### config.mk
export PLATFORM = sky130hd
export DESIGN_NAME = machine_timer_unit
export DESIGN_NICKNAME = d
export VERILOG_FILES = /design/src/rtl/machine_timer_unit.sv
export SDC_FILE = /design/constraint.sdc
export NUM_CORES = 1
export LEC_CHECK = 0
export CORE_MARGIN = 2
export CORE_UTILIZATION = 45
export DETAILED_ROUTE_END_ITERATION = 12
export GPL_TIMING_DRIVEN = 0
export MAX_ROUTING_LAYER = met4
export PLACE_DENSITY_LB_ADDON = 0.12
export SYNTH_ARGS = -nofsm -noshare
export SYNTH_HDL_FRONTEND = slang
export SYNTH_SLANG_ARGS = --single-unit
### constraint.sdc
create_clock -name clock -period 7.74 [get_ports clock]
set_clock_uncertainty 0.15 [all_clocks]
set_input_delay 0.774 -clock clock [delete_from_list [all_inputs] [get_ports clock]]
set_output_delay 0.774 -clock clock [all_outputs]
set_load 0.03 [all_outputs]
### src/rtl/machine_timer_unit.sv
// machine_timer_unit: CLINT-style machine timer (mtime/mtimecmp) and software
// interrupt (msip) source feeding the CSR unit's interrupt inputs.
//
// Bus handshake: bus_read/bus_write are single-cycle requests with no
// backpressure. Every request is accepted at the rising edge where it is
// seen. A read returns bus_read_data with a one-cycle bus_read_valid pulse
// in the following cycle. Any unmapped or misaligned access, read or write,
// pulses bus_error in that same following cycle.
module machine_timer_unit #(
    parameter int                      DATA_WIDTH   = 64,
    parameter int                      ADDRESS_BITS = 64,
    parameter logic [ADDRESS_BITS-1:0] BASE_ADDR    = 64'h0200_0000,
    parameter int                      PRESCALE     = 1
) (
    input  logic                    clock,
    input  logic                    reset,
    input  logic                    bus_read,
    input  logic                    bus_write,
    input  logic [ADDRESS_BITS-1:0] bus_address,
    input  logic [DATA_WIDTH-1:0]   bus_write_data,
    output logic [DATA_WIDTH-1:0]   bus_read_data,
    output logic                    bus_read_valid,
    output logic                    bus_error,
    output logic [DATA_WIDTH-1:0]   mtime,
    output logic                    timer_interrupt,
    output logic                    software_interrupt
);

    localparam int PCNT_W = (PRESCALE > 1) ? $clog2(PRESCALE) : 1;
    localparam logic [PCNT_W-1:0] PCNT_LAST = PCNT_W'(PRESCALE - 1);

    localparam logic [ADDRESS_BITS-1:0] OFF_MSIP     = ADDRESS_BITS'(32'h0000);
    localparam logic [ADDRESS_BITS-1:0] OFF_MTIMECMP = ADDRESS_BITS'(32'h4000);
    localparam logic [ADDRESS_BITS-1:0] OFF_MTIME    = ADDRESS_BITS'(32'hBFF8);

    logic [PCNT_W-1:0]       pcnt;
    logic                    tick;
    logic [DATA_WIDTH-1:0]   mtimecmp;
    logic                    msip;

    logic [ADDRESS_BITS-1:0] offset;
    logic                    aligned;
    logic                    sel_msip;
    logic                    sel_mtimecmp;
    logic                    sel_mtime;
    logic                    mapped;
    logic [DATA_WIDTH-1:0]   read_mux;

    // Addresses below the base wrap to huge offsets, so they never match.
    assign offset       = bus_address - BASE_ADDR;
    assign aligned      = (bus_address[2:0] == 3'b000);
    assign sel_msip     = aligned && (offset == OFF_MSIP);
    assign sel_mtimecmp = aligned && (offset == OFF_MTIMECMP);
    assign sel_mtime    = aligned && (offset == OFF_MTIME);
    assign mapped       = sel_msip || sel_mtimecmp || sel_mtime;

    assign tick = (pcnt == PCNT_LAST);

    // Interrupt levels come straight from the registered values.
    assign timer_interrupt    = (mtime >= mtimecmp);
    assign software_interrupt = msip;

    // Read data selection from pre-edge register values; unmapped reads give 0.
    always_comb begin
        read_mux = '0;
        if (sel_msip) begin
            read_mux = {{(DATA_WIDTH-1){1'b0}}, msip};
        end else if (sel_mtimecmp) begin
            read_mux = mtimecmp;
        end else if (sel_mtime) begin
            read_mux = mtime;
        end
    end

    // Prescaler and mtime counter; a bus write to mtime overrides the tick and restarts the prescaler.
    always_ff @(posedge clock or posedge reset) begin
        if (reset) begin
            pcnt  <= '0;
            mtime <= '0;
        end else if (bus_write && sel_mtime) begin
            pcnt  <= '0;
            mtime <= bus_write_data;
        end else if (tick) begin
            pcnt  <= '0;
            mtime <= mtime + DATA_WIDTH'(1);
        end else begin
            pcnt  <= pcnt + PCNT_W'(1);
        end
    end

    // Software-written compare and software-interrupt registers.
    always_ff @(posedge clock or posedge reset) begin
        if (reset) begin
            mtimecmp <= '1;
            msip     <= 1'b0;
        end else begin
            if (bus_write && sel_mtimecmp) begin
                mtimecmp <= bus_write_data;
            end
            if (bus_write && sel_msip) begin
                msip <= bus_write_data[0];
            end
        end
    end

    // Registered bus response: one-cycle valid and error pulses.
    always_ff @(posedge clock or posedge reset) begin
        if (reset) begin
            bus_read_data  <= '0;
            bus_read_valid <= 1'b0;
            bus_error      <= 1'b0;
        end else begin
            bus_read_valid <= bus_read;
            bus_error      <= (bus_read || bus_write) && !mapped;
            if (bus_read) begin
                bus_read_data <= read_mux;
            end
        end
    end

endmodule
# == Word level (Yosys, flattened, before mapping) ==
# Index checks and enable logic that the tools add are counted.
# totals
regBits,196
output_inout_bits,132
word_cells,34
# op_classes
add_sub_neg,3
n_lt_le_gt_ge,1
n_eq_ne,3
n_mux,7
reduce_logical,13
# op_table
cell,count
$mux 64,5
$add 64x1->64 const B,1
$eq 64x15->1 const B,1
$eq 64x16->1 const B,1
$ge 64x64->1,1
$logic_not 64->1,1
$sub 64x26->64 const B,1
$logic_and 1x1->1,7
$logic_not 3->1,1
$logic_or 1x1->1,3
$mux 1,2
$ne 2x1->1 const B,1
$add 1x1->1 const B,1
$logic_not 1->1,1

# == Depth between registers and ports, before layout ==
# Gate-level depths: netlist of run 1.
# logic_depth
word_depth,7
mapped_depth,12

# == Worst setup path after synthesis of run 1 ==
# No wires, ideal clock.
# synth_timing
path_kind,input to register
from,in bus_address[28]
to,reg mtime[10]
setup_time_ns,0.125
arrival_time_ns,4.013
required_time_ns,7.465
setup_slack_ns,3.452
path_stages,10
path_cell_list,or4_4 > or4_4 > or4_4 > o31ai_4 > nor4b_2 > nand4b_1 > or4_1 > buf_6 > buf_12 > mux2_4
# synth_via
elab_chain_cells,5
# synth_lines
item,line_no,rtl
start: declaration,19,"input logic [ADDRESS_BITS-1:0] bus_address,"
$sub 64x26->64 (*),50,assign offset = bus_address - BASE_ADDR;
$eq 64x16->1 (*),54,assign sel_mtime = aligned && (offset == OFF_MTIME);
$logic_and 1x1->1 (*),54,
$logic_and 1x1->1 (*),80,end else if (bus_write && sel_mtime) begin
$ne 2x1->1 (no source line) or $mux 64 (tied branches),n/a,
end signal: assignment,82,mtime <= bus_write_data;
end signal: assignment,85,mtime <= mtime + DATA_WIDTH'(1);
end: declaration,24,"output logic [DATA_WIDTH-1:0] mtime,"
# Mark *: on every way between the ends. The rest lies on a longest branch, timed or not.
# A chain may end at the register's enable or synchronous reset.

# == Worst setup path in the final report of run 1 ==
# layout_timing
from,reg mtimecmp[39]
to,out timer_interrupt
# layout_via
elab_chain_cells,1
# layout_lines
item,line_no,rtl
start: declaration,38,logic [DATA_WIDTH-1:0] mtimecmp;
start signal: assignment,98,mtimecmp <= bus_write_data;
$ge 64x64->1,60,assign timer_interrupt = (mtime >= mtimecmp);
end: declaration,25,"output logic timer_interrupt,"
# No other way between the ends.

==> impl_metrics.toml, run 1 <==
[status]
status = "finished clean"

[global_route]
grt-ovfl-total = 0
antenna_found_initial = 1
grt_use_total = 0.2564
grt_pass1_wl_um = 56420
grt_pass1_vias = 10090
grt_max_degree = 122

[finish]
syn2layout_area_growth_pct = 29.61
final_cell_mix = "clkdlybuf4s50_1, dfrtp_1, mux2_4"
drive_above_1_share = 0.2297
mostFrequentLayoutCell = "clkdlybuf4s50_1"
fin_area_um2 = 16280
fin_nets = 1604

[clock_tree]
cts_root_buf = "clkbuf_16"
clkTransAtPathRegs_ns = 0.08
cts_hold_buf = 0
cts_tree = "built"
clock_path_buffers = 2
ctsHtreeMaxLevel = 4
cts_resized = 0
clock_sinks = 195
post_cts_buffers = 0
clkLatencyLatePin_ns = 0.44
cts_buffers = 17

[drt]
ant_nets = 0
detail_route.vias_per_cell = 5.512
vias = 9911
drt-initial-drc-count = 542
wl_per_cell_um = 19.86
dr.pass1.iters = 4
drt_wl_total_um = 35710
remaining_drc_errors = 0

[sta]
setup_violations = 0
finalCritPeriodShare = 0.6351
worst_pin_slew_ns = 1.416
rsz0062_at_grt = "false"
post-route-min-period_ns = 4.916
maxSlewViolCount = 0
max-slew-margin-rel = 0.04890
hold_violations = 0
max_freq_ghz = 0.2034

[logic_synthesis]
synth-seq-cells = 195
synthCells = 1123
syn-num-nets = 1321
ys_types = 59
ys_warn_count = 0
synthesis.area_um2 = 12560
postSynthAreaPerCell_um2 = 11.19
synth_edf_count = 0
synth-main-ff-cell = "dfrtp_1"
ys_seq_area_frac = 0.3947
synthArstFlopShare = 1.000

[critical_path]
rrSetupSlack_ns = 3.51
crit_fanout = 3
cp.required_ns = 6.82
r2r-end = "mtime[55]"
worstSetupStartpointType = "flip-flop"
r2r-start = "mtime[7]"
cp.arrival_ns = 3.99
reg2reg_depth = 8
criticalPathCategory = "reg -> out"
crit_path_end_kind = "output pin"

[worst_hold_path]
min-delay-start = "bus_read_data[0]"
hold_depth = 1
hold_end = "bus_read_data[0]"
hold_class = "reg -> reg"

[floorplan]
dieWidth_um = 171.1
core.rowCount = 61
die_area_um2 = 29270
num_io_pins = 264
core_area_um2 = 27630
initial_core_util = 0.4548
dieHeight_um = 171.1

[placed_design]
hpwl_um = 26540
port-buffer-count = 263
placed_area_um2 = 15710
gp_congestion = 0.8890

[flow_run]
cap_violations = 0

[power_and_ir_drop]
power.density_nw_per_um2 = 125.9
ir_worst_vdd_mv = 0.1360
p_leak_uw = 0.007182
power_uw = 2051
[metal layers]
layer / global-route usage / part of all wire / vias to the layer above
li1: - / - / 4709
met1: 0.3429 / 0.46 / 4921
met2: 0.4095 / 0.48 / 255
met3: 0.04372 / 0.049 / 26
met4: 0.05711 / 0.013 / 0
met5: - / 0 / -
[through the flow]
| stage | hold slack (ns) | setup WS [ns] | util | setup TNS [ns] | cells |
|---|---|---|---|---|---|
| floorplan | 0.4579 | 1.610 | - | 0 | 1123 |
| detailed placement | 0.3509 | 2.486 | 0.5686 | 0 | 1765 |
| finish | 0.3763 | 2.824 | 0.5894 | 0 | 1798 |
| global route | 0.4067 | 2.608 | 0.5894 | 0 | 1798 |
| global placement | 0.3239 | -1.202 | 0.5672 | -156.13 | 1764 |
| CTS | 0.3710 | 2.835 | 0.5893 | 0 | 1797 |
[worst max-delay path: stages (launching register included)]
cell	delay, ns
dfstp_2	0.56
inv_1	0.05
ha_1	0.29
a21oi_1	0.16
nor3_1	0.09
a2111oi_0	0.82
nand3_1	0.21
a211o_1	0.38
a221o_1	0.37
clkdlybuf4s50_1	0.61
[logic make-up (layout without fill, tap and decap cells)]
kind of cell,Yosys count,count (layout),share of synthesized area
AND/OR/NAND/NOR,324,324,0.1473
buffers and inverters,130,426,0.05686
XOR/XNOR,69,69,0.04810
flip-flops,195,195,0.3947
adder cells (fa/ha/maj),66,66,0.06572
AO/OA/AOI/OAI,209,209,0.1350
multiplexers,130,130,0.1523
other,0,1,0
[synthesized netlist by cell type, types with 3 or more instances]
master,n,area (um^2)
a2111oi_0,4,35.03
a211o_1,3,26.28
a211oi_1,6,45.04
a21o_1,14,105.1
a21oi_1,15,75.07
a22o_1,63,551.8
a31o_2,65,569.3
and2_1,4,25.02
and3_1,21,131.4
buf_12,12,240.2
buf_2,7,35.03
buf_6,3,33.78
clkbuf_1,31,116.4
dfrtp_1,131,3278
dfstp_2,64,1682
ha_1,66,825.8
inv_1,77,289.0
mux2_2,9,101.4
mux2_4,120,1802
nand2_1,40,150.1
nand2b_1,4,25.02
nand3_1,35,175.2
nand4_1,34,212.7
nor2_1,32,120.1
nor2b_1,68,425.4
nor3_1,20,100.1
nor3b_1,3,22.52
nor4_1,22,137.6
nor4b_1,5,43.79
o2111ai_1,3,26.28
o21ai_0,16,80.08
or2_2,4,25.02
or3_1,12,75.07
or4_1,11,82.58
or4_4,3,33.78
xnor2_1,51,446.7
xor2_1,18,157.7
[flip-flops by register name, indices dropped and copies added, names as in the netlist]
register,count
mtime,64
bus_error,1
software_interrupt,1
bus_read_data,64
bus_read_valid,1
mtimecmp,64
[worst max path at each step]
stage,cells past startpoint,end,slack [ns],startpoint
detailed placement,11,bus_read_data[60],2.49,bus_address[33]
finish,9,timer_interrupt,2.82,mtimecmp[39]
global route,11,timer_interrupt,2.61,mtimecmp[9]
global placement,2,bus_read_valid,-1.20,reset
floorplan,1,bus_error,1.61,reset
CTS,11,timer_interrupt,2.83,mtimecmp[9]
[power breakdown]
group | leakage (uW) | total [uW] | switching, uW | internal, uW
registers | 0.00247 | 1020 | 0.268 | 1020
clock network | 0.000277 | 884 | 456 | 429
logic | 0.00443 | 146 | 72.5 | 73.3
total | 0.00718 | 2050 | 529 | 1520
[final cells by class]
| cell class | instances | area (um^2) |
|---|---|---|
| well taps | 378 | 473.0 |
| repair buffers | 264 | 2660 |
| fillers | 2373 | 11340 |
| clock inverters | 15 | 146.4 |
| clock buffers | 17 | 425.4 |
| plain buffers | 53 | 425.4 |
| diodes | 1 | 2.502 |
| flip-flops and latches | 195 | 4960 |
| inverters | 77 | 296.5 |
| multi-input cells | 798 | 6895 |
(Power assumes the default switching activity.)
==> run 2: changes to the inputs <==
clock period = 3.95 ns   (was 7.74 ns; I/O delays follow)
==> run 2 against run 1 <==
Compared with the run above:
- sequential share of layout area down 0.80 points
- first-iteration DRC count grew 3.5%
- register-to-register slack got worse by 3.2 ns
- core utilization up 1.6 points
- setup slack worse by 2.8 ns
- final cell count increased by 0.95%
- critical endpoint is now mtime[3]
==> impl_metrics.toml, run 2 (synthesis gave the netlist of run 1 again) <==
[status]
status = "finished clean"

[floorplan]
num_io_pins = 264
core.rowCount = 61
die_area_um2 = 29270
core_area_um2 = 27630
initial_core_util = 0.4548
dieHeight_um = 171.1
dieWidth_um = 171.1

[critical_path]
critPathMaxStageDelay_ns = 0.57
cp.arrival_ns = 4.08
critPathTopFamily = "simple AND/OR/NAND/NOR gates"
cpMaxStageDelayCell = "or4_4"
criticalPathCategory = "in -> reg"
reg2reg_depth = 8
crit_fanout = 6
r2r-end = "mtime[55]"
cp.buffers_inverters = 5
crit_cells = 13
worst_path_most_repeated_cell = "or4_4"
rrSetupSlack_ns = 0.27
crit_start = "bus_address[43]"
r2r-start = "mtime[7]"
worstSetupStartpointType = "input port"
endpoint = "mtime[3]"
crit_path_end_kind = "flip-flop"
crit_chain = "dlygate4sd2_1, or4_4, or4_4, buf_12, buf_2, o21ai_0, nand2_1, nor4b_2, nand4b_1, or4_4, buf_12, clkbuf_16, mux2_4"
cp.required_ns = 4.12

[power_and_ir_drop]
p_seq_frac = 0.496
p_clk_frac = 0.429
power.density_nw_per_um2 = 241.1
power_uw = 4032
ir_worst_vdd_mv = 0.2757
swShare = 0.2567
p_leak_uw = 0.007414
p_comb_frac = 0.075
power.switching_uw = 1035
cell_internal_pwr_uw = 2997

[global_route]
antenna_found_initial = 2
grt_pass1_vias = 10020
grt_pass1_wl_um = 56320
grt_max_degree = 43
grt-ovfl-total = 0
grt_use_total = 0.2566

[finish]
drive_above_1_share = 0.2544
final.fill_count = 2404
final_cell_mix = "clkdlybuf4s50_1, dfrtp_1, mux2_4"
syn2layout_area_growth_pct = 33.10
mostFrequentLayoutCell = "clkdlybuf4s50_1"
fin_nets = 1620
reg_top3 = "bus_read_data (64), mtime (64), mtimecmp (64)"

[drt]
wl_per_cell_um = 20.04
drt-initial-drc-count = 561
drt_wl_total_um = 36370
ant_nets = 0
detail_route.vias_per_cell = 5.557
remaining_drc_errors = 0
dr.pass1.iters = 5
vias = 10090

[placed_design]
hpwl_um = 26500
port-buffer-count = 263
gp_congestion = 0.8927

[sta]
final.setup.tns_ns = 0
setup_violations = 0
finalCritPeriodShare = 0.9907
hold_violations = 0
hold_slack_ns = 0.1824
post-route-min-period_ns = 3.913
max-slew-margin-rel = 0.4104
worst_pin_slew_ns = 0.8844
max_freq_ghz = 0.2555
maxSlewViolCount = 0

[clock_tree]
cts_hold_buf = 0
cts_buffers = 17
cts_tree = "built"
clock_sinks = 195
clock_path_buffers = 2
clkTransAtPathRegs_ns = 0.07
cts_root_buf = "clkbuf_16"
ctsHtreeMaxLevel = 4
clkLatencyLatePin_ns = 0.45

[worst_hold_path]
hold_class = "in -> async"

[flow_run]
cap_violations = 0
==> run 2: cell types whose count changed in the layout (fill, tap and decap cells not counted), sizes merged <==
cell           before  now
clkdlybuf4s50     263  254
dlymetal6s2s        0    5
diode               1    2
clkinv              7    5
clkbuf             48   57
dlygate4sd2         0    3
buf                23   32
inv                83   84
==> run 2: what timing repair did <==
action / CTS / global route
cloned: 0 / 2
resized for setup: 37 / 25
pin swaps: 13 / 14
endpoints found under the setup margin: 193 / 188
buffers inserted: 6 / 4
==> run 2: metal layers <==
metal,track usage,up-vias,share of wire
met4,0.06264,0,0.018
met2,0.4059,296,0.48
met3,0.04210,35,0.048
met5,-,-,0
li1,-,4750,-
met1,0.3452,5005,0.46
==> run 2: how the worst min path moves through the flow <==
stage	end	slack, ns	cells past startpoint
after detailed placement	bus_read_data[0]	0.34	1
after global routing	bus_read_data[17]	0.22	2
after global placement	bus_read_data[0]	0.33	1
after CTS	bus_read_data[17]	0.19	2
final	bus_read_data[17]	0.18	2
after floorplan	bus_read_valid	0.28	0
==> run 2: area by class of cell <==
| class | instances | area [um^2] | area share |
|---|---|---|---|
| clock buffer | 18 | 429.2 | 0.02566 |
| antenna | 2 | 5.005 | 0.0002993 |
| timing repair buffer | 280 | 2869 | 0.1716 |
| multi-input combinational | 798 | 7083 | 0.4235 |
| sequential | 195 | 4960 | 0.2966 |
| clock inverter | 14 | 142.6 | 0.008529 |
| buffer | 53 | 469.2 | 0.02806 |
| inverter | 77 | 292.8 | 0.01751 |
| tap | 378 | 473.0 | 0.02828 |
==> run 2: power groups by stage <==
stage	sequential [uW]	clock (uW)	combinational, uW
after CTS	2000	1760	304
after floorplan	2040	0	80.1
after global routing	2000	1840	329
after global placement	2040	0	283
final	2000	1730	304
after detailed placement	2040	0	299
==> run 2: stage by stage <==
step           setup WS (ns)  instances  area (um^2)    util
2_1_floorplan        0.04105       1123        12570       -
3_3_place_gp         -0.8225       1764        15670  0.5673
3_5_place_dp         -0.7533       1769        15780  0.5712
4_1_cts              0.01785       1807        16530  0.5983
5_1_grt             -0.06361       1815        16720  0.6053
6_report             0.03677       1815        16720  0.6053
==> run 3: changes to the inputs <==
GPL_ROUTABILITY_DRIVEN = 0   (was unset)
==> run 3 against run 2 <==
Compared with the run above:
- non-clock buffer count is 12 higher
- count of clock-buffer cells in the layout stayed put
- via count is 0.86% higher
- register-to-register slack worse by 0.02 ns
- global-route usage hardly changed
- critical endpoint is now mtime[49]
- largest cell class unchanged
- highest routed layer unchanged
==> impl_metrics.toml, run 3 (synthesis gave the netlist of run 1 again) <==
[sta]
rsz0062_at_grt = "true"
finalCritPeriodShare = 0.9808
worst_pin_slew_ns = 0.8589
hold_violations = 0
final.setup.tns_ns = 0
setup_violations = 0
max-slew-margin-rel = 0.4274
post-route-min-period_ns = 3.874
max_freq_ghz = 0.2581
maxSlewViolCount = 0

[clock_tree]
clock_sinks = 195
clock_path_buffers = 2
cts_root_buf = "clkbuf_16"
clkLatencyLatePin_ns = 0.45
ctsHtreeMaxLevel = 4
clkTransAtPathRegs_ns = 0.08
cts_tree = "built"
cts_buffers = 17

[global_route]
grt-ovfl-total = 0
grt_max_degree = 43
grt_pass1_wl_um = 56240
antenna_found_initial = 0
grt_pass1_vias = 10080
grt_use_total = 0.2566

[floorplan]
initial_core_util = 0.4548
dieHeight_um = 171.1
core_area_um2 = 27630
num_io_pins = 264
core.rowCount = 61
dieWidth_um = 171.1
die_area_um2 = 29270

[drt]
detail_route.vias_per_cell = 5.574
remaining_drc_errors = 0
drt_wl_total_um = 36790
vias = 10170
ant_nets = 0
drt-initial-drc-count = 606
dr.pass1.iters = 5
wl_per_cell_um = 20.16

[critical_path]
cp.arrival_ns = 4.06
cp.required_ns = 4.13
cpMaxStageDelayCell = "or4_4"
r2r-end = "mtime[55]"
crit_fanout = 10
crit_chain = "clkdlybuf4s50_1, or4_4, or3_1, clkbuf_1, or3_1, o211ai_1, nand4_1, or4_4, buf_12, buf_12, mux2_4"
worstSetupStartpointType = "input port"
criticalPathCategory = "in -> reg"
r2r-start = "mtime[4]"
rrSetupSlack_ns = 0.25
critPathMaxStageDelay_ns = 0.66
reg2reg_depth = 8
crit_path_end_kind = "flip-flop"

[placed_design]
port-buffer-count = 263
placed_area_um2 = 15770
hpwl_um = 26510

[finish]
final_cell_mix = "clkdlybuf4s50_1, dfrtp_1, mux2_4"
drive_above_1_share = 0.2674
reg_top3 = "bus_read_data (64), mtime (64), mtimecmp (64)"
syn2layout_area_growth_pct = 34.83
fin_area_um2 = 16940
fin_nets = 1632
num_antenna_cells = 0
final_core_util = 0.6132
mostFrequentLayoutCell = "clkdlybuf4s50_1"
final.fill_count = 2336

[power_and_ir_drop]
cell_internal_pwr_uw = 3060
p_seq_frac = 0.488
ir_worst_vdd_mv = 0.2682
p_clk_frac = 0.437
p_comb_frac = 0.076
swShare = 0.2539
power.density_nw_per_um2 = 242.1
power.switching_uw = 1041
power_uw = 4102
p_leak_uw = 0.007611

[flow_run]
cap_violations = 0

[status]
status = "finished clean"

[worst_hold_path]
hold_class = "in -> async"
==> run 3: changes by cell type in the layout (fill, tap and decap cells not counted), moves of 3 or more <==
| cell | before | now |
|---|---|---|
| clkdlybuf4s50_1 | 254 | 245 |
| buf_4 | 11 | 20 |
| dlygate4sd2_1 | 3 | 0 |
| dlymetal6s2s_1 | 5 | 12 |
| buf_2 | 1 | 5 |
| clkbuf_16 | 19 | 23 |
| clkbuf_4 | 6 | 0 |
| clkbuf_2 | 0 | 3 |
| o21ai_1 | 0 | 3 |
==> run 3: area by class of cell <==
class	count	area, um^2	area share
Multi-Input combinational cell	798	7127	0.4207
Sequential cell	195	4960	0.2928
Timing Repair Buffer	292	3040	0.1795
Tap cell	378	473.0	0.02792
Buffer	53	456.7	0.02696
Clock buffer	18	429.2	0.02533
Inverter	77	292.8	0.01728
Clock inverter	14	162.7	0.009601
==> run 3: how the worst max path moves through the flow <==
stage                             end  slack, ns            start
finish                      mtime[49]       0.08  bus_address[41]
global route             mtimecmp[63]      -0.04  bus_address[55]
CTS                          mtime[3]      0.002  bus_address[31]
detailed placement  bus_read_data[59]      -0.77  bus_address[33]
global placement    bus_read_data[56]      -0.81  bus_address[42]
floorplan                   mtime[10]       0.04  bus_address[28]
==> run 3: per-stage QoR <==
stage	hold slack, ns	setup slack, ns	std cells
after floorplan	0.2764	0.04105	1123
after global placement	0.3231	-0.8132	1764
after detailed placement	0.3335	-0.7670	1769
after CTS	0.1727	0.002037	1807
after global routing	0.1945	-0.04471	1825
final	0.1658	0.07580	1825
==> run 3: per-layer routing <==
| metal | vias to the layer above | wire (um) | global-route usage |
|---|---|---|---|
| met2 | 327 | 17630 | 0.4123 |
| met3 | 34 | 1887 | 0.04025 |
| met5 | - | 0 | - |
| met4 | 0 | 456 | 0.05711 |
| met1 | 5047 | 16810 | 0.3432 |
| li1 | 4765 | - | - |
==> run 3: power by group through the flow <==
stage          logic, uW  registers [uW]  clock network [uW]
4_1_cts              303            2000                1820
3_3_place_gp         282            2040                   0
5_1_grt              336            2000                1910
6_report             310            2000                1790
3_5_place_dp         298            2040                   0
2_1_floorplan       80.1            2040                   0
==> run 3: timing repair <==
item,4_1_cts,5_1_grt
resized for setup,35,57
cloned,0,6
hold buffers,0,0
pin swaps,10,19
setup endpoints to repair,193,189
buffers inserted,6,12
==> run 3: critical path: cells and delay by family <==
kind / cells / cell delay (ns)
mux: 1 / 0.30
buf+inv: 4 / 1.04
simple gates: 5 / 2.18
compound gates: 1 / 0.11
